--- src/rtl/alu_muldiv_seq.sv ---
// alu_muldiv_seq: multi-cycle unsigned multiply / restoring divide sequencer.
// One iteration per clock, start/busy/done handshake, results held until the
// next accepted start. Define ALU_MULDIV_SIGNED_EN to add signed operation
// (sgn=1): operands become magnitudes at accept, results are sign-corrected on
// the final iteration edge so latency does not change.
// CNT_W must satisfy 2**CNT_W > WIDTH.
module alu_muldiv_seq #(
  parameter int WIDTH = 16,
  parameter int CNT_W = 5
) (
  input  logic             clk,
  input  logic             rst,
  input  logic             start,
  input  logic             op,
  input  logic             sgn,
  input  logic             flush,
  input  logic [WIDTH-1:0] a_in,
  input  logic [WIDTH-1:0] b_in,
  output logic             busy,
  output logic             done,
  output logic [WIDTH-1:0] res_lo,
  output logic [WIDTH-1:0] res_hi,
  output logic             div_by_zero
);

  typedef enum logic [1:0] {
    S_IDLE = 2'd0,
    S_RUN  = 2'd1,
    S_DONE = 2'd2
  } state_e;

  state_e           state_q, state_d;
  logic [CNT_W-1:0] cnt_q, cnt_d;
  logic             op_q, op_d;
  // a_q: multiplicand (MUL); b_q: multiplier seed / divisor
  logic [WIDTH-1:0] a_q, a_d;
  logic [WIDTH-1:0] b_q, b_d;
  // hi_q: MUL upper accumulator / DIV partial remainder (one spare bit)
  logic [WIDTH:0]   hi_q, hi_d;
  // lo_q: MUL multiplier shifting out / DIV dividend shifting into quotient
  logic [WIDTH-1:0] lo_q, lo_d;
  logic [WIDTH-1:0] res_lo_q, res_lo_d;
  logic [WIDTH-1:0] res_hi_q, res_hi_d;
  logic             dbz_q, dbz_d;
  logic             busy_q, done_q;

  logic [WIDTH-1:0] a_mag_s, b_mag_s;
  logic [WIDTH:0]   mul_sum_s;
  logic [WIDTH:0]   div_shift_s;
  logic [WIDTH:0]   step_hi_s;
  logic [WIDTH-1:0] step_lo_s;
  logic [WIDTH-1:0] fin_lo_s, fin_hi_s;
  logic             accept_s, zero_div_s, last_iter_s;

`ifdef ALU_MULDIV_SIGNED_EN
  logic             neg_q, neg_d;
  logic             rneg_q, rneg_d;
  logic             neg_acc_s, rneg_acc_s;
  logic [2*WIDTH-1:0] prod_s;
`else
  // sgn has no function in the unsigned-only build
  logic             unused_sgn_s;
  assign unused_sgn_s = sgn;
`endif

  assign accept_s    = ((state_q == S_IDLE) || (state_q == S_DONE)) && start && !flush;
  assign zero_div_s  = op && (b_in == {WIDTH{1'b0}});
  assign last_iter_s = (cnt_q == CNT_W'(WIDTH - 1));

  // Operand conditioning at accept: magnitudes and result sign flags
  always_comb begin
    a_mag_s = a_in;
    b_mag_s = b_in;
`ifdef ALU_MULDIV_SIGNED_EN
    neg_acc_s  = 1'b0;
    rneg_acc_s = 1'b0;
    if (sgn) begin
      if (a_in[WIDTH-1]) begin
        a_mag_s = {WIDTH{1'b0}} - a_in;
      end else begin
        a_mag_s = a_in;
      end
      if (b_in[WIDTH-1]) begin
        b_mag_s = {WIDTH{1'b0}} - b_in;
      end else begin
        b_mag_s = b_in;
      end
      neg_acc_s  = a_in[WIDTH-1] ^ b_in[WIDTH-1];
      rneg_acc_s = a_in[WIDTH-1];
    end else begin
      neg_acc_s  = 1'b0;
      rneg_acc_s = 1'b0;
    end
`endif
  end

  // One shift-add (MUL) or restoring shift-subtract (DIV) iteration
  always_comb begin
    mul_sum_s   = hi_q + (lo_q[0] ? {1'b0, a_q} : {(WIDTH+1){1'b0}});
    div_shift_s = {hi_q[WIDTH-1:0], lo_q[WIDTH-1]};
    step_hi_s   = hi_q;
    step_lo_s   = lo_q;
    if (op_q) begin
      if (div_shift_s >= {1'b0, b_q}) begin
        step_hi_s = div_shift_s - {1'b0, b_q};
        step_lo_s = {lo_q[WIDTH-2:0], 1'b1};
      end else begin
        step_hi_s = div_shift_s;
        step_lo_s = {lo_q[WIDTH-2:0], 1'b0};
      end
    end else begin
      step_hi_s = {1'b0, mul_sum_s[WIDTH:1]};
      step_lo_s = {mul_sum_s[0], lo_q[WIDTH-1:1]};
    end
  end

  // Final result formation, including sign correction when enabled
  always_comb begin
    fin_lo_s = step_lo_s;
    fin_hi_s = step_hi_s[WIDTH-1:0];
`ifdef ALU_MULDIV_SIGNED_EN
    prod_s = {step_hi_s[WIDTH-1:0], step_lo_s};
    if (!op_q) begin
      if (neg_q) begin
        prod_s = {(2*WIDTH){1'b0}} - prod_s;
      end else begin
        prod_s = {step_hi_s[WIDTH-1:0], step_lo_s};
      end
      fin_lo_s = prod_s[WIDTH-1:0];
      fin_hi_s = prod_s[2*WIDTH-1:WIDTH];
    end else begin
      if (neg_q) begin
        fin_lo_s = {WIDTH{1'b0}} - step_lo_s;
      end else begin
        fin_lo_s = step_lo_s;
      end
      if (rneg_q) begin
        fin_hi_s = {WIDTH{1'b0}} - step_hi_s[WIDTH-1:0];
      end else begin
        fin_hi_s = step_hi_s[WIDTH-1:0];
      end
    end
`endif
  end

  // Next-state and working/result register updates
  always_comb begin
    state_d  = state_q;
    cnt_d    = cnt_q;
    op_d     = op_q;
    a_d      = a_q;
    b_d      = b_q;
    hi_d     = hi_q;
    lo_d     = lo_q;
    res_lo_d = res_lo_q;
    res_hi_d = res_hi_q;
    dbz_d    = dbz_q;
`ifdef ALU_MULDIV_SIGNED_EN
    neg_d    = neg_q;
    rneg_d   = rneg_q;
`endif
    if (flush) begin
      // abort: results keep their last completed values
      state_d = S_IDLE;
    end else begin
      case (state_q)
        S_IDLE, S_DONE: begin
          if (accept_s) begin
            cnt_d = {CNT_W{1'b0}};
            op_d  = op;
            a_d   = a_mag_s;
            b_d   = b_mag_s;
            hi_d  = {(WIDTH+1){1'b0}};
            lo_d  = op ? a_mag_s : b_mag_s;
`ifdef ALU_MULDIV_SIGNED_EN
            neg_d  = neg_acc_s;
            rneg_d = rneg_acc_s;
`endif
            if (zero_div_s) begin
              // divide by zero completes immediately with fixed results
              state_d  = S_DONE;
              res_lo_d = {WIDTH{1'b1}};
              res_hi_d = a_in;
              dbz_d    = 1'b1;
            end else begin
              state_d = S_RUN;
            end
          end else begin
            state_d = S_IDLE;
          end
        end
        S_RUN: begin
          cnt_d = cnt_q + {{(CNT_W-1){1'b0}}, 1'b1};
          hi_d  = step_hi_s;
          lo_d  = step_lo_s;
          if (last_iter_s) begin
            state_d  = S_DONE;
            res_lo_d = fin_lo_s;
            res_hi_d = fin_hi_s;
            dbz_d    = 1'b0;
          end else begin
            state_d = S_RUN;
          end
        end
        default: begin
          state_d = S_IDLE;
        end
      endcase
    end
  end

  // State, datapath and registered output flops
  always_ff @(posedge clk or posedge rst) begin
    if (rst) begin
      state_q  <= S_IDLE;
      cnt_q    <= {CNT_W{1'b0}};
      op_q     <= 1'b0;
      a_q      <= {WIDTH{1'b0}};
      b_q      <= {WIDTH{1'b0}};
      hi_q     <= {(WIDTH+1){1'b0}};
      lo_q     <= {WIDTH{1'b0}};
      res_lo_q <= {WIDTH{1'b0}};
      res_hi_q <= {WIDTH{1'b0}};
      dbz_q    <= 1'b0;
      busy_q   <= 1'b0;
      done_q   <= 1'b0;
`ifdef ALU_MULDIV_SIGNED_EN
      neg_q    <= 1'b0;
      rneg_q   <= 1'b0;
`endif
    end else begin
      state_q  <= state_d;
      cnt_q    <= cnt_d;
      op_q     <= op_d;
      a_q      <= a_d;
      b_q      <= b_d;
      hi_q     <= hi_d;
      lo_q     <= lo_d;
      res_lo_q <= res_lo_d;
      res_hi_q <= res_hi_d;
      dbz_q    <= dbz_d;
      busy_q   <= (state_d == S_RUN);
      done_q   <= (state_d == S_DONE);
`ifdef ALU_MULDIV_SIGNED_EN
      neg_q    <= neg_d;
      rneg_q   <= rneg_d;
`endif
    end
  end

  assign busy        = busy_q;
  assign done        = done_q;
  assign res_lo      = res_lo_q;
  assign res_hi      = res_hi_q;
  assign div_by_zero = dbz_q;

endmodule
--- config.mk ---
export PLATFORM = sky130hd
export DESIGN_NAME = alu_muldiv_seq
export DESIGN_NICKNAME = d
export VERILOG_FILES = /design/src/rtl/alu_muldiv_seq.sv
export SDC_FILE = /design/constraint.sdc
export NUM_CORES = 1
export LEC_CHECK = 0
export ABC_AREA = 1
export CORE_MARGIN = 2
export CORE_UTILIZATION = 50
export CTS_BUF_LIST = sky130_fd_sc_hd__clkbuf_8
export DETAILED_ROUTE_END_ITERATION = 6
export PLACE_DENSITY = 0.72
export SLEW_MARGIN = 20
export SYNTH_ARGS = -nofsm -noshare
export SYNTH_HDL_FRONTEND = slang
export SYNTH_SLANG_ARGS = --single-unit
--- constraint.sdc ---
create_clock -name clk -period 7.7 [get_ports clk]
set_input_delay 1.54 -clock clk [delete_from_list [all_inputs] [get_ports clk]]
set_output_delay 1.54 -clock clk [all_outputs]
set_load 0.02 [all_outputs]
## Yosys cells after proc, flatten, opt, wreduce, memory -nomap -nowiden

Index checks and enable logic that the tools add are counted.

| word-level totals | value |
|---|---|
| output and inout bits | 35 |
| latch bits | 0 |
| bits in read-only memories | 0 |
| memories | 0 |
| register bits | 108 |
| logic and storage cells | 66 |
| bits in writable memories | 0 |

| operators by class | value |
|---|---|
| bitwise operators | 1 |
| order comparisons | 1 |
| muxes and demuxes | 29 |
| shift operators | 0 |
| eq/ne operators | 8 |
| div/mod/pow operators | 0 |
| multiply operators | 0 |
| add/subtract/negate cells | 3 |
| reductions and logical operators | 12 |

Operator list:

| cell | number |
|---|---|
| $mux W16 | 10 |
| $pmux W16 S2 | 3 |
| $mux W17 | 3 |
| $pmux W17 S2 | 1 |
| $add A17 B16 Y17 | 1 |
| $ge A17 B16 Y1 | 1 |
| $sub A17 B16 Y17 | 1 |
| $logic_not A16 Y1 | 1 |
| $pmux W5 S2 | 1 |
| $mux W2 | 4 |
| $ne A2 B2 Y1 const B | 3 |
| $reduce_and A3 Y1 | 2 |
| $add A5 B1 Y5 const B | 1 |
| $eq A5 B4 Y1 const B | 1 |
| $mux W5 | 1 |
| $reduce_and A5 Y1 | 1 |
| $eq A2 B1 Y1 const B | 2 |
| $eq A2 B2 Y1 const B | 2 |
| $mux W1 | 4 |
| $pmux W2 S2 | 1 |
| $logic_and A1 B1 Y1 | 3 |
| $logic_not A2 Y1 | 1 |
| $pmux W1 S2 | 1 |
| $reduce_bool A2 Y1 | 1 |
| other kinds (4) | 4 |

## Logic depth before layout (Yosys ltp)

Gate-level depths: netlist (run 1).

| depth | value |
|---|---|
| depth in word-level cells | 8 |
| depth in mapped cells | 18 |
| gate-level depth less buffers | 16 |

## Worst setup path before layout (run 1)

No wires, ideal clock.

| timing | value |
|---|---|
| kind | input to register |
| start | input port b_in[10] |
| end | register res_lo_q[10], in the netlist res_lo[10] |
| slack | 4984 ps |
| arrival | 2599 ps |
| stages | 12 |
| required time | 7583 ps |
| cell sequence | nor2_1 -> nand2_1 -> nor2_1 -> nand2_1 -> nor2_2 -> o21ai_2 -> nor2_4 -> inv_2 -> buf_4 -> buf_4 -> nand2_1 -> nand2_1 |

| between the ends | value |
|---|---|
| word-level cells in the longest chain between the ends | 4 |

RTL lines:

| item | RTL line | source |
|---|---|---|
| start: declaration | 18 | `input logic [WIDTH-1:0] b_in,` |
| $logic_not A16 Y1 | 67 | `assign zero_div_s = op && (b_in == {WIDTH{1'b0}});` |
| $logic_and A1 B1 Y1 | 67 |  |
| $ne A2 B2 Y1 (no source line) | n/a |  |
| $reduce_and A5 Y1 (no source line) | n/a |  |
| end signal: assignment | 222 | `res_lo_q <= {WIDTH{1'b0}};` |
| end signal: assignment | 239 | `res_lo_q <= res_lo_d;` |
| end: declaration | 42 | `logic [WIDTH-1:0] res_lo_q, res_lo_d;` |

No other way between the ends.
A chain may end at the register's enable or synchronous reset.

## Worst setup path in the final report (run 1)

| timing | value |
|---|---|
| start | input port op |
| end | register res_hi_q[5], in the netlist res_hi[5] |

| between the ends | value |
|---|---|
| word-level cells in the longest chain between the ends | 3 |

RTL lines:

| item | RTL line | source |
|---|---|---|
| start: declaration | 14 | `input logic op,` |
| $logic_and A1 B1 Y1 | 67 |  |
| $ne A2 B2 Y1 (no source line) | n/a |  |
| $reduce_and A5 Y1 (no source line) | n/a |  |
| end signal: assignment | 223 | `res_hi_q <= {WIDTH{1'b0}};` |
| end signal: assignment | 240 | `res_hi_q <= res_hi_d;` |
| end: declaration | 43 | `logic [WIDTH-1:0] res_hi_q, res_hi_d;` |

No other way between the ends.

==> results list, run 1 <==
- The run finished with clean final reports.
- Root buffer cell: clkbuf_8
- Post-CTS repair changed the size of 0 cells.
- Vias in the first global route: 6,319
- Number of distinct standard cells referenced by the synthesized netlist: 39
* Class of the most critical setup path: in2reg
- The number of hold violations in the final report was 0.
- Clock skew on the completed layout was measured at 0.01467 ns.
* Half-perimeter wire length after detailed placement: 14.89 mm
- Routability-driven placement finished with a final weighted congestion of 0.9651.
* Overall die width: 122.2 µm
* Buffer levels on the longest clock path: 2
- TritonCTS built the clock tree.
- 73 I/O pins were placed.
* Endpoints failing setup: 0
- Global routing used 28.69% of the available tracks across all layers.
* Power density over cell area: 225.6 nW/µm²
* Mean post-synth cell area: 7.002 µm²
- Number of fill cells in the layout: 1,319
- Chain of cells forming the critical path: clkdlybuf4s50_1 -> inv_2 -> nor3_1 -> nand2_1 -> nor2_2 -> o21ai_2 -> nor2_4 -> inv_2 -> a22oi_1 -> o21ai_1
* Post-route clock period utilization: 59.90%
* Family of cells with the greatest summed delay on the critical path: buffers and inverters
- Total nets after synthesis: 1,072
* Synth warn: 0
- In this run the standard cell core region covers 13,770 µm².
- Cell leakage power: 0.004263 µW
- Leading cell type by number of instances after synthesis: nand2_1
* Area Overhead vs Synth: 14.38%
* Maximum vdd drop: 0.1542 mV
- Crit path launch type: input pin
- Number of maximum-capacitance constraint violations: 0
- Minimum setup slack after placement: 2.784 ns
* Fraction of final layout cells sized beyond drive strength 1: 4.373%
- DRT iter0 DRCs: 499
- The cell that appears most often on the critical path is inv_2.
* Number of H-tree levels: 3
- Number of remaining DRC errors: 0
- After routing the design area is 7993 µm².
* Most instantiated flip-flop cell in the synthesis netlist: dfrtp_1
- Setup slack closes at 3.088 ns.
- Clk slew on worst S/H paths: 0.11 ns
- Among all stages on the critical path, the largest delay is contributed by clkdlybuf4s50_1.
- Routed via count: 6,666
* Net count, final: 1,121
* Critical path arrival: 4.87 ns
- Setup bufs post-CTS: 0
* Number of buffers added by the clock tree synthesis step: 9
- Summed over all layers, the routed wires come to 20.43 mm.
- Count of flip-flops with a built-in enable after synthesis: 0
- The first detailed-routing pass took 5 iterations.
* Die H: 122.2 µm
- For this run, the register share of the synthesized area comes to 38.68%.
* Ys async rst share: 100.0%
- The synthesized design contains 108 register bits.
- The number of antenna violations at the first check in global routing came to 0.
- Post-detailed-placement cell area: 7782 µm²
* Final core occ: 58.03%
* Aggregate global routing overflow: 0
- Top area cells in the synthesized netlist: dfrtp_1 39%, nand2_1 19%, nand3_1 6.4%
- Headroom to the max-slew limit came out at 44.25%.
- Buffering stage count on the worst path with inverters included: 3
- STA puts the critical path data required time at 7.96 ns.
- Number of standard cells after synthesis: 998
* Number of buffers inserted by hold repair at cts: 0
- Worst hold-check path type: reg2reg
- Pin count of the biggest net entering global routing: 66
- Routed wire per std cell: 16.58 µm
- The worst setup path is captured at a flop.
- Worst slew pin tran: 0.8362 ns
- The first global-routing pass estimated 32.95 mm of wire.
- Static timing analysis puts the maximum clock frequency at 0.2168 GHz.
- In this run the biggest area consumer among cell types represents 38.68% of the synthesized area.
- By count the netlist is led by 351 x nand2_1, 119 x inv_1, 108 x dfrtp_1, 90 x nand3_1, 65 x o21ai_0.
- dfrtp_1 takes more of the synthesized area than any other cell.
- Largest stage delay on the critical path: 1.00 ns
- During placement, the flow inserted port buffers numbering 71.
- Post-route setup TNS: 0 ns
- Mapped Area: 6988 µm²
- Row count: 43
* Sinks on Clock Net: 108
* Post-route ant nets: 0
- The worst path needs 4.612 ns of the cycle, external delays included.
* Starting density of the core: 50.74%
* RSZ-0062 raised after global routing: false
- Critical Path Fanout Max: 38
- Overall die area: 14,940 µm²
* Vias per cell: 5.411
* Clock insertion delay at the later pin of the skew report: 0.40 ns
- The final-report max-slew violation count came to 0.
* Number of diodes: 0
==> power breakdown <==
| part | leakage (µW) | total [µW] | switching, µW | internal [µW] |
|---|---|---|---|---|
| clock network | 0.000108 | 379 | 216 | 164 |
| registers | 0.00139 | 732 | 67.6 | 664 |
| logic | 0.00277 | 692 | 432 | 259 |
==> cells in the final DEF (no fill, tap or decap), drive strengths merged <==
| cell type | count |
|---|---|
| nand2 | 355 |
| inv | 129 |
| dfrtp | 108 |
| nand3 | 91 |
| o21ai | 82 |
| clkdlybuf4s50 | 71 |
| a21oi | 52 |
| nor2 | 49 |
| ha | 34 |
| a22oi | 15 |
| xor2 | 10 |
| clkbuf | 10 |
| xnor2 | 6 |
| nor3 | 5 |
| o21bai | 4 |
| buf | 4 |
| a21o | 3 |
| nand4 | 3 |
| o211ai | 3 |
| nand3b | 3 |
| or2 | 3 |
| o22ai | 2 |
| fa | 2 |
| and2 | 1 |
| a211oi | 1 |
| nor4 | 1 |
| mux2i | 1 |
| o221ai | 1 |
| clkinvlp | 1 |
| clkinv | 1 |
| bufinv | 1 |
==> per-stage QoR <==
step | cells | hold slack [ns] | power [µW]
after floorplan | 998 | 0.4417 | 1198
after global placement | 1216 | 0.4550 | 1418
after detailed placement | 1216 | 0.4583 | 1427
after CTS | 1232 | 0.4834 | 1807
after global routing | 1232 | 0.5005 | 1926
final | 1232 | 0.4819 | 1803
==> registers in the layout, summed over array words and instances (netlist names) <==
signal,flops
a_q,16
hi_q,17
busy,1
res_hi,16
cnt_q,5
state_q,2
op_q,1
res_lo,16
lo_q,16
done,1
b_q,16
div_by_zero,1
==> routing by layer <==
layer  part of all wire (%)  vias up  global-route usage (%)  wire length, µm
met5                      0        -                       0                0
met4                    4.4        0                   12.79              901
met3                    6.0       55                   5.669             1220
met2                     44      235                   42.81             9078
met1                     45     3092                   40.42             9229
li1                       -     3284                       -                -
==> path summary, 6_finish.rpt <==
path / to / slack (ns) / start / cells after the start
max: res_hi[5]$_DFFE_PP0P_ / 3.09 / op / 10
min: res_lo[10]$_DFFE_PP0P_ / 0.48 / res_lo[10]$_DFFE_PP0P_ / 2
max reg2reg: res_hi[5]$_DFFE_PP0P_ / 4.45 / state_q[0]$_DFF_PP0_ / 9
min reg2reg: res_lo[10]$_DFFE_PP0P_ / 0.48 / res_lo[10]$_DFFE_PP0P_ / 2
max in group asynchronous: hi_q[16]$_DFFE_PP0P_ / 4.91 / rst / 3
min in group asynchronous: res_hi[5]$_DFFE_PP0P_ / 1.54 / rst / 2
==> logic make-up after synthesis <==
logic type / share of synthesized area [%]
AO/OA/AOI/OAI: 12.75
XOR/XNOR: 2.005
buffers and inverters: 9.329
AND/OR/NAND/NOR: 30.44
flip-flops: 38.67
adder cells (fa/ha/maj): 6.661
multiplexers: 0.1432
==> tightest hold or removal path, cell delays in order (launching register included) <==
cell,delay (ns)
dfrtp_1,0.36
nand2_1,0.05
nand2_1,0.05
==> layout make-up <==
class	instances	area (µm²)	share of cell area (%)
clock buffers	10	137.6	1.722
clock inverters	6	72.57	0.9080
inverters	126	475.5	5.949
multi-input cells	727	3638	45.52
flip-flops and latches	108	2703	33.81
well taps	180	225.2	2.818
repair buffers	75	740.7	9.267
Power figures use the tool's default switching activity.
==> inputs of run 2 (changes only) <==
- clock period: 7.7 -> 4.3 ns (I/O delays scaled with it)
==> run 2 against run 1 <==
  * Cell count rose by 0.24%
  * Critical endpoint is now res_hi[11]$_DFFE_PP0P_
  * Sequential power grew 79%
  * Clock skew is 0.0036 ns lower
  * Combinational power grew 79%
  * Worst setup slack got worse by 1.6 ns
  * Critical path type is now reg2reg
  * Clock-buffer cell count is the same
==> results list, run 2 (synthesis gave the netlist of run 1 again) <==
- Clock tree from TritonCTS: yes
* Outcome: finished clean
* Post-route insts no fill: 1,235 (+0.24%)
- Clk network pwr share: 21.3% (+0.3 points)
* RSZ-0062 raised after global routing: false
* Sort of element at the end of the critical path: flop
- The endpoint arrival time on the critical path was 3.10 ns (-1.77 ns).
- Number of diodes: 0 (unchanged)
- The height of the die was 122.2 µm (unchanged).
- Post-detailed-placement cell area: 7818 µm² (+0.45%)
* # IOs: 73 (unchanged)
- The internal power is 1953 µW (+80%).
* Global router's overall resource usage: 28.07% (-0.61 points)
- Worst relative slew slack: 47.02% (+2.8 points)
* Power density over cell area: 404.0 nW/µm² (+79%)
- The number of violations of the max-capacitance limit is 0 (unchanged).
* Row count: 43 (unchanged)
* Placed cells: 1,219 (+0.25%)
- Worst Path Required: 4.59 ns (-3.37 ns)
- The H-tree level count came to 3 (unchanged).
- R2R Path Start: lo_q[0]$_DFFE_PP0P_
* Psw: 1292 µW (+81%)
- The highest net fanout along the worst path was 18 (-53%).
- Cell leakage power: 0.004285 µW (+0.53%)
* Initial antenna violation count: 1 (+1)
- The maximum VDD drop was 0.2842 mV (+84%).
- Count of endpoints failing hold in the final timing report: 0 (unchanged)
* Crit path launch type: flop
- Total of cells resized after clock tree synthesis: 0 (unchanged)
- Worst hold-check path type: reg2reg
* Sinks on Clock Net: 108 (unchanged)
- Aggregate global routing overflow: 0 (unchanged)
- The via-per-instance ratio was 5.402 (-0.17%).
- Wire length of the first global-routing pass: 32.04 mm (-2.8%)
- # port buffers: 71 (unchanged)
- Worst slew pin tran: 0.7938 ns (-0.04249 ns)
- The number of hold buffers added after CTS was 0 (unchanged).
* Reg-to-reg critical path endpoint: res_hi[11]$_DFFE_PP0P_
- Reg2Reg Depth: 16 (+7)
* Fraction of power spent switching nets: 39.82% (+0.12 points)
- The register-to-register setup slack came to 1.49 ns (-2.96 ns).
* Startpoint of the most critical setup path: lo_q[0]$_DFFE_PP0P_
- Register with the highest flop count: hi_q
- The final non-filler cell area came to 8034 µm² (+0.52%).
- Timing would allow up to 0.3560 GHz.
- Clk slew on worst S/H paths: 0.11 ns (about the same)
* Crit path to: res_hi[11]$_DFFE_PP0P_
- The buffers inserted during post-CTS setup optimization is 0 (unchanged).
- The maximum number of pins on one net before global-route repair was 109 (+65%).
* Starting density of the core: 50.74% (unchanged)
* Most common cell after layout, fill and taps aside: nand2_1
- Part of the power in combinational logic: 38.3% (about the same)
- The number of nets in the finished design came to 1,124 (+0.27%).
- The total iterations of the first detailed-routing run came to 5 (unchanged).
- By startpoint and endpoint, the worst setup path is classified as reg2reg.
- Root buffer cell: clkbuf_8
- Final Critical Period: 2.809 ns
- Endpoints failing setup: 0 (unchanged)
* Vias in the first global route: 6,199 (-1.9%)
* Routed via count: 6,671 (+0.075%)
- Relative to the synthesized area, the layout overhead comes to 14.97%.
* Clock insertion delay at the later pin of the skew report: 0.40 ns (about the same)
- The average wire per cell in the routed design came to 16.29 µm (-1.8%).
- The number of DRC markers after the initial detailed-route iteration came to 636 (+27%).
- Post-route ant nets: 0 (unchanged)
- Fraction of final layout cells sized beyond drive strength 1: 4.739% (+0.37 points)
* Number of remaining DRC errors: 0 (unchanged)
- The flip-flop count of the largest register after layout came to 17 (unchanged).
- Final weighted congestion in routability-driven placement: 0.9476 (-1.8%)
* Post-route clock period utilization: 65.33%
- Half-perimeter wire length after detailed placement: 14.80 mm (-0.58%)
- Buffer levels on the longest clock path: 2 (unchanged)
* Core Area: 13,770 µm² (unchanged)
* Overall die width: 122.2 µm (unchanged)
- Detailed-route wire length: 20.12 mm (-1.5%)
* Number of buffers added by the clock tree synthesis step: 9 (unchanged)
- Post-route setup TNS: 0 ns (unchanged)
* Final clock skew: 0.01110 ns (-0.003567 ns)
- Share of total power in sequential cells: 40.4% (-0.2 points)
* Top library cells by usage in the layout, fill and taps aside: 351 x nand2_1, 118 x inv_1, 108 x dfrtp_1
* Final Max Tran Viols: 0 (unchanged)
- Number of fill cells in the layout: 1,372 (+4.0%)
- The die outline area came to 14,940 µm² (unchanged).
[run 2: layout make-up]
class                   instances  area (µm²)  share of cell area [%]
clock buffers                  10       137.6                   1.713
clock inverters                 6       78.83                  0.9812
inverters                     126       475.5                   5.918
multi-input cells             727        3638                   45.29
flip-flops and latches        108        2703                   33.64
well taps                     180       225.2                   2.803
repair buffers                 78       775.7                   9.656
[run 2: power by group through the flow]
stage | registers (µW) | logic, µW | clock network [µW]
floorplan | 1380 | 764 | 0
global placement | 1320 | 1220 | 0
detailed placement | 1330 | 1240 | 0
CTS | 1310 | 1240 | 704
global route | 1330 | 1390 | 740
finish | 1310 | 1240 | 692
[run 2: routing by layer]
| metal | up-vias | global-route usage (%) | part of all wire (%) | wire (µm) |
|---|---|---|---|---|
| li1 | 3300 | - | - | - |
| met1 | 3113 | 38.52 | 45 | 9135 |
| met2 | 217 | 44.51 | 46 | 9156 |
| met3 | 39 | 4.833 | 5.7 | 1152 |
| met4 | 2 | 10.70 | 3.3 | 663 |
| met5 | - | 0 | 0.050 | 10 |
[run 2: worst min path at each step]
stage                            from                     end  slack, ns  depth (start not counted)
2_1_floorplan      a_q[0]$_DFFE_PP0P_      a_q[0]$_DFFE_PP0P_       0.44                          2
3_3_place_gp       a_q[9]$_DFFE_PP0P_      a_q[9]$_DFFE_PP0P_       0.46                          2
3_5_place_dp    res_lo[7]$_DFFE_PP0P_   res_lo[7]$_DFFE_PP0P_       0.46                          2
4_1_cts         res_lo[7]$_DFFE_PP0P_   res_lo[7]$_DFFE_PP0P_       0.49                          2
5_1_grt         res_lo[2]$_DFFE_PP0P_   res_lo[2]$_DFFE_PP0P_       0.51                          2
6_report       res_lo[10]$_DFFE_PP0P_  res_lo[10]$_DFFE_PP0P_       0.48                          2
[run 2: per-stage QoR]
step | power (µW) | worst slack [ns] | hold slack, ns | utilization [%]
detailed placement | 2563 | 1.186 | 0.4587 | 56.76
global placement | 2549 | 1.198 | 0.4554 | 56.76
finish | 3245 | 1.491 | 0.4846 | 58.33
floorplan | 2144 | 0.5944 | 0.4417 | -
global route | 3464 | 1.284 | 0.5069 | 58.33
CTS | 3256 | 1.500 | 0.4851 | 58.33
[run 2: critical path: stages, from the launching register on]
cell     delay [ns]
dfrtp_1        0.69
nand2_1        0.18
inv_1          0.05
ha_1           0.21
fa_1           0.41
nand3_1        0.10
nand2_1        0.11
nand3_1        0.09
nand2_1        0.13
nand2_1        0.09
nand2_1        0.06
nand2_1        0.06
nand2_1        0.04
o21ai_0        0.19
inv_1          0.10
nand3_1        0.11
nand2_1        0.06
==> inputs of run 3 (changes only) <==
- PLACE_DENSITY: 0.72 -> 0.75
- clock period: 4.3 -> 2.3 ns (I/O delays scaled with it)
==> run 3 against run 2 <==
  * Sequential power grew 85%
  * Clock skew is 0.0081 ns higher
  * Register-to-register slack worse by 1.4 ns
  * Worst setup slack worse by 1.4 ns
  * Critical path type unchanged
==> results list, run 3 (synthesis gave the netlist of run 1 again) <==
- The number of clock sinks was 108 (unchanged).
- The maximum number of pins on one net before global-route repair came to 109 (unchanged).
- Setup repair after global routing could not meet its margin everywhere.
- The non-filler instance count after layout is 1,317 (+6.6%).
- Post-detailed-placement cell area: 8422 µm² (+7.7%)
- The data required time at the worst endpoint was 2.61 ns (-1.98 ns).
* Half-perimeter wire length after detailed placement: 15.91 mm (+7.5%)
* Final Max Tran Viols: 0 (unchanged)
- The H-tree level count is 3 (unchanged).
- The final non-filler cell area came to 9200 µm² (+15%).
* Clock insertion delay at the later pin of the skew report: 0.40 ns (about the same)
- The worst hold path terminates at res_lo[8]$_DFFE_PP0P_.
- The depth of the worst register-to-register path came to 12 (-4).
- Final weighted congestion in routability-driven placement: 0.9783 (+3.2%)
- Vias per cell: 5.470 (+1.3%)
- Vias in the first global route: 6,609 (+6.6%)
- Row count: 43 (unchanged)
- Root buffer cell: clkbuf_8
- The final number of setup-violating endpoints was 0 (unchanged).
* Critical Path Most Common Cell: nand3_1
- The number of DRC markers after the initial detailed-route iteration is 619 (-2.7%).
* Detailed-route wire length: 22.01 mm (+9.4%)
- The combined global-route utilization of all metal layers was 28.86% (+0.79 points).
* Wire length of the first global-routing pass: 33.20 mm (+3.6%)
- Routed via count: 7,204 (+8.0%)
- Most common cell after layout, fill and taps aside: nand2_1
- The die width was 122.2 µm (unchanged).
- The boundary pin count was 73 (unchanged).
* Initial antenna violation count: 0 (-1)
- Worst slew pin tran: 0.6338 ns (-0.1600 ns)
- The proportion of layout cells with a drive suffix above 1 was 18.38% (+14 points).
- Starting density of the core: 50.74% (unchanged)
* Min-Delay Path Depth: 2 (unchanged)
* Die H: 122.2 µm (unchanged)
* Clock tree from TritonCTS: yes
- The largest individual stage delay along the critical path comes from the cell dfrtp_1.
* Area Overhead vs Synth: 31.66%
- The count of unresolved DRC violations after routing came to 0 (unchanged).
* Worst hold-check path type: reg2reg
* Power density over cell area: 736.7 nW/µm² (+82%)
* Routed wire per std cell: 16.71 µm (+2.6%)
* Final core occ: 66.80% (+8.5 points)
* Class of the most critical setup path: reg2reg
* Critical Path Fanout Max: 8 (-10)
- The delay contributed by the slowest stage of the critical path is 0.47 ns (-0.22 ns).
* Total Power: 6778 µW (+110%)
* Register with the highest flop count: hi_q
- The total iterations of the first detailed-routing run came to 7 (+2).
- The number of clock buffers inserted by TritonCTS is 9 (unchanged).
- # port buffers: 71 (unchanged)
* Core Area: 13,770 µm² (unchanged)
- Start point of the worst min-delay path: res_lo[8]$_DFFE_PP0P_
* R2R Path Start: hi_q[9]$_DFFE_PP0P_
* Top library cells by usage in the layout, fill and taps aside: 338 x nand2_1, 110 x inv_1, 105 x dfrtp_1
* Post-route clock period utilization: 98.08% (+33 points)
- Final clock skew: 0.01921 ns (+0.008110 ns)
- The maximum VDD drop was 0.5440 mV (+91%).
- The maximum clock frequency came to 0.4433 GHz (+25%).
* Placed cells: 1,294 (+6.2%)
- The worst setup path is captured at a flop.
* Cell leakage power: 0.004704 µW (+9.8%)
- The remaining antenna violation count is 0 (unchanged).
- Overall die area: 14,940 µm² (unchanged)
- Final Critical Period: 2.256 ns (-0.5533 ns)
- The flow ran to the end, and the final reports show no timing, DRC or antenna violations.
* Worst relative slew slack: 57.70% (+11 points)
* Crit path launch type: flop
- Flip-flop count of the largest register, all copies and words added: 17 (unchanged)
- The number of hold violations in the final report came to 0 (unchanged).
* Worst reg2reg setup slack: 0.04 ns (-1.45 ns)
- Reg-to-reg critical path endpoint: hi_q[4]$_DFFE_PP0P_
* Chain of cells forming the critical path: ha_4 -> nand2_1 -> nor2_2 -> nand3_1 -> nor2_2 -> nor2_4 -> nand2_8 -> buf_12 -> nand2_1 -> nand3_1 -> nand3_1 -> o21ai_1
- Final-layout worst hold slack: 0.4810 ns (-0.003532 ns)
- The number of nets in the finished design came to 1,206 (+7.3%).
- The endpoint arrival time on the critical path came to 2.56 ns (-0.54 ns).
* Clk slew on worst S/H paths: 0.12 ns (about the same)
* Number of maximum-capacitance constraint violations: 0 (unchanged)
- The antenna diode count came to 0 (unchanged).
* Buffer levels on the longest clock path: 2 (unchanged)
- The global-route congestion overflow total came to 0 (unchanged).
[run 3: changes by cell type in the layout (fill, tap and decap cells not counted), sizes merged]
cell	previous run	this run
buf	7	88
clkbuf	10	12
clkinv	3	1
clkinvlp	0	2
inv	128	127
[run 3: power by group]
| group | leakage (µW) | switching, µW | internal [µW] |
|---|---|---|---|
| Combinational | 0.00321 | 1720 | 1330 |
| Sequential | 0.00138 | 205 | 2230 |
| Clock | 0.000108 | 714 | 577 |
[run 3: worst max-delay path by stage]
stage                              startpoint                     end  slack (ns)  cells past startpoint
after floorplan           lo_q[0]$_DFFE_PP0P_  res_hi[11]$_DFFE_PP0P_        0.05                     18
after global placement                b_in[8]   res_hi[2]$_DFFE_PP0P_       0.007                     10
after detailed placement              b_in[8]   res_hi[5]$_DFFE_PP0P_       -0.03                     10
after CTS                 lo_q[0]$_DFFE_PP0P_  res_hi[13]$_DFFE_PP0P_       0.004                     14
after global routing      b_q[10]$_DFFE_PP0P_  res_hi[14]$_DFFE_PP0P_       -0.06                     17
final                     hi_q[9]$_DFFE_PP0P_     hi_q[4]$_DFFE_PP0P_        0.04                     12
[run 3: worst max-delay path, delay by kind of cell (launching register included)]
family                   cells  cell delay, ns
AND/OR/NAND/NOR              9            1.02
flip-flops                   1            0.47
adder cells (fa/ha/maj)      1            0.32
AO/OA/AOI/OAI                1            0.21
buffers and inverters        1            0.14
[run 3: final cells by class]
type	count	area, µm²
inverters	126	479.2
multi-input cells	727	4125
well taps	180	225.2
repair buffers	160	1446
clock inverters	5	66.31
flip-flops and latches	108	2706
fillers	1202	4573
clock buffers	11	151.4
[run 3: metrics by stage]
step,setup WS (ns),setup TNS [ns]
6_report,0.04419,0
3_3_place_gp,0.006684,0
5_1_grt,-0.05500,-0.2370
4_1_cts,0.003860,0
2_1_floorplan,0.04594,0
3_5_place_dp,-0.03082,-0.09265
[run 3: layer usage]
| metal | wire length [µm] | track usage (%) | up-vias |
|---|---|---|---|
| met5 | 0 | 0 | - |
| met4 | 618 | 10.70 | 0 |
| met3 | 1525 | 5.901 | 34 |
| met2 | 10270 | 45.56 | 315 |
| met1 | 9593 | 39.28 | 3394 |
| li1 | - | - | 3461 |
[run 3: repair_timing]
action	CTS	global route
pin swaps	0	24
hold buffers	0	0
resized for setup	6	89
setup endpoints to repair	4	32
gates cloned	0	1
setup buffers	0	6
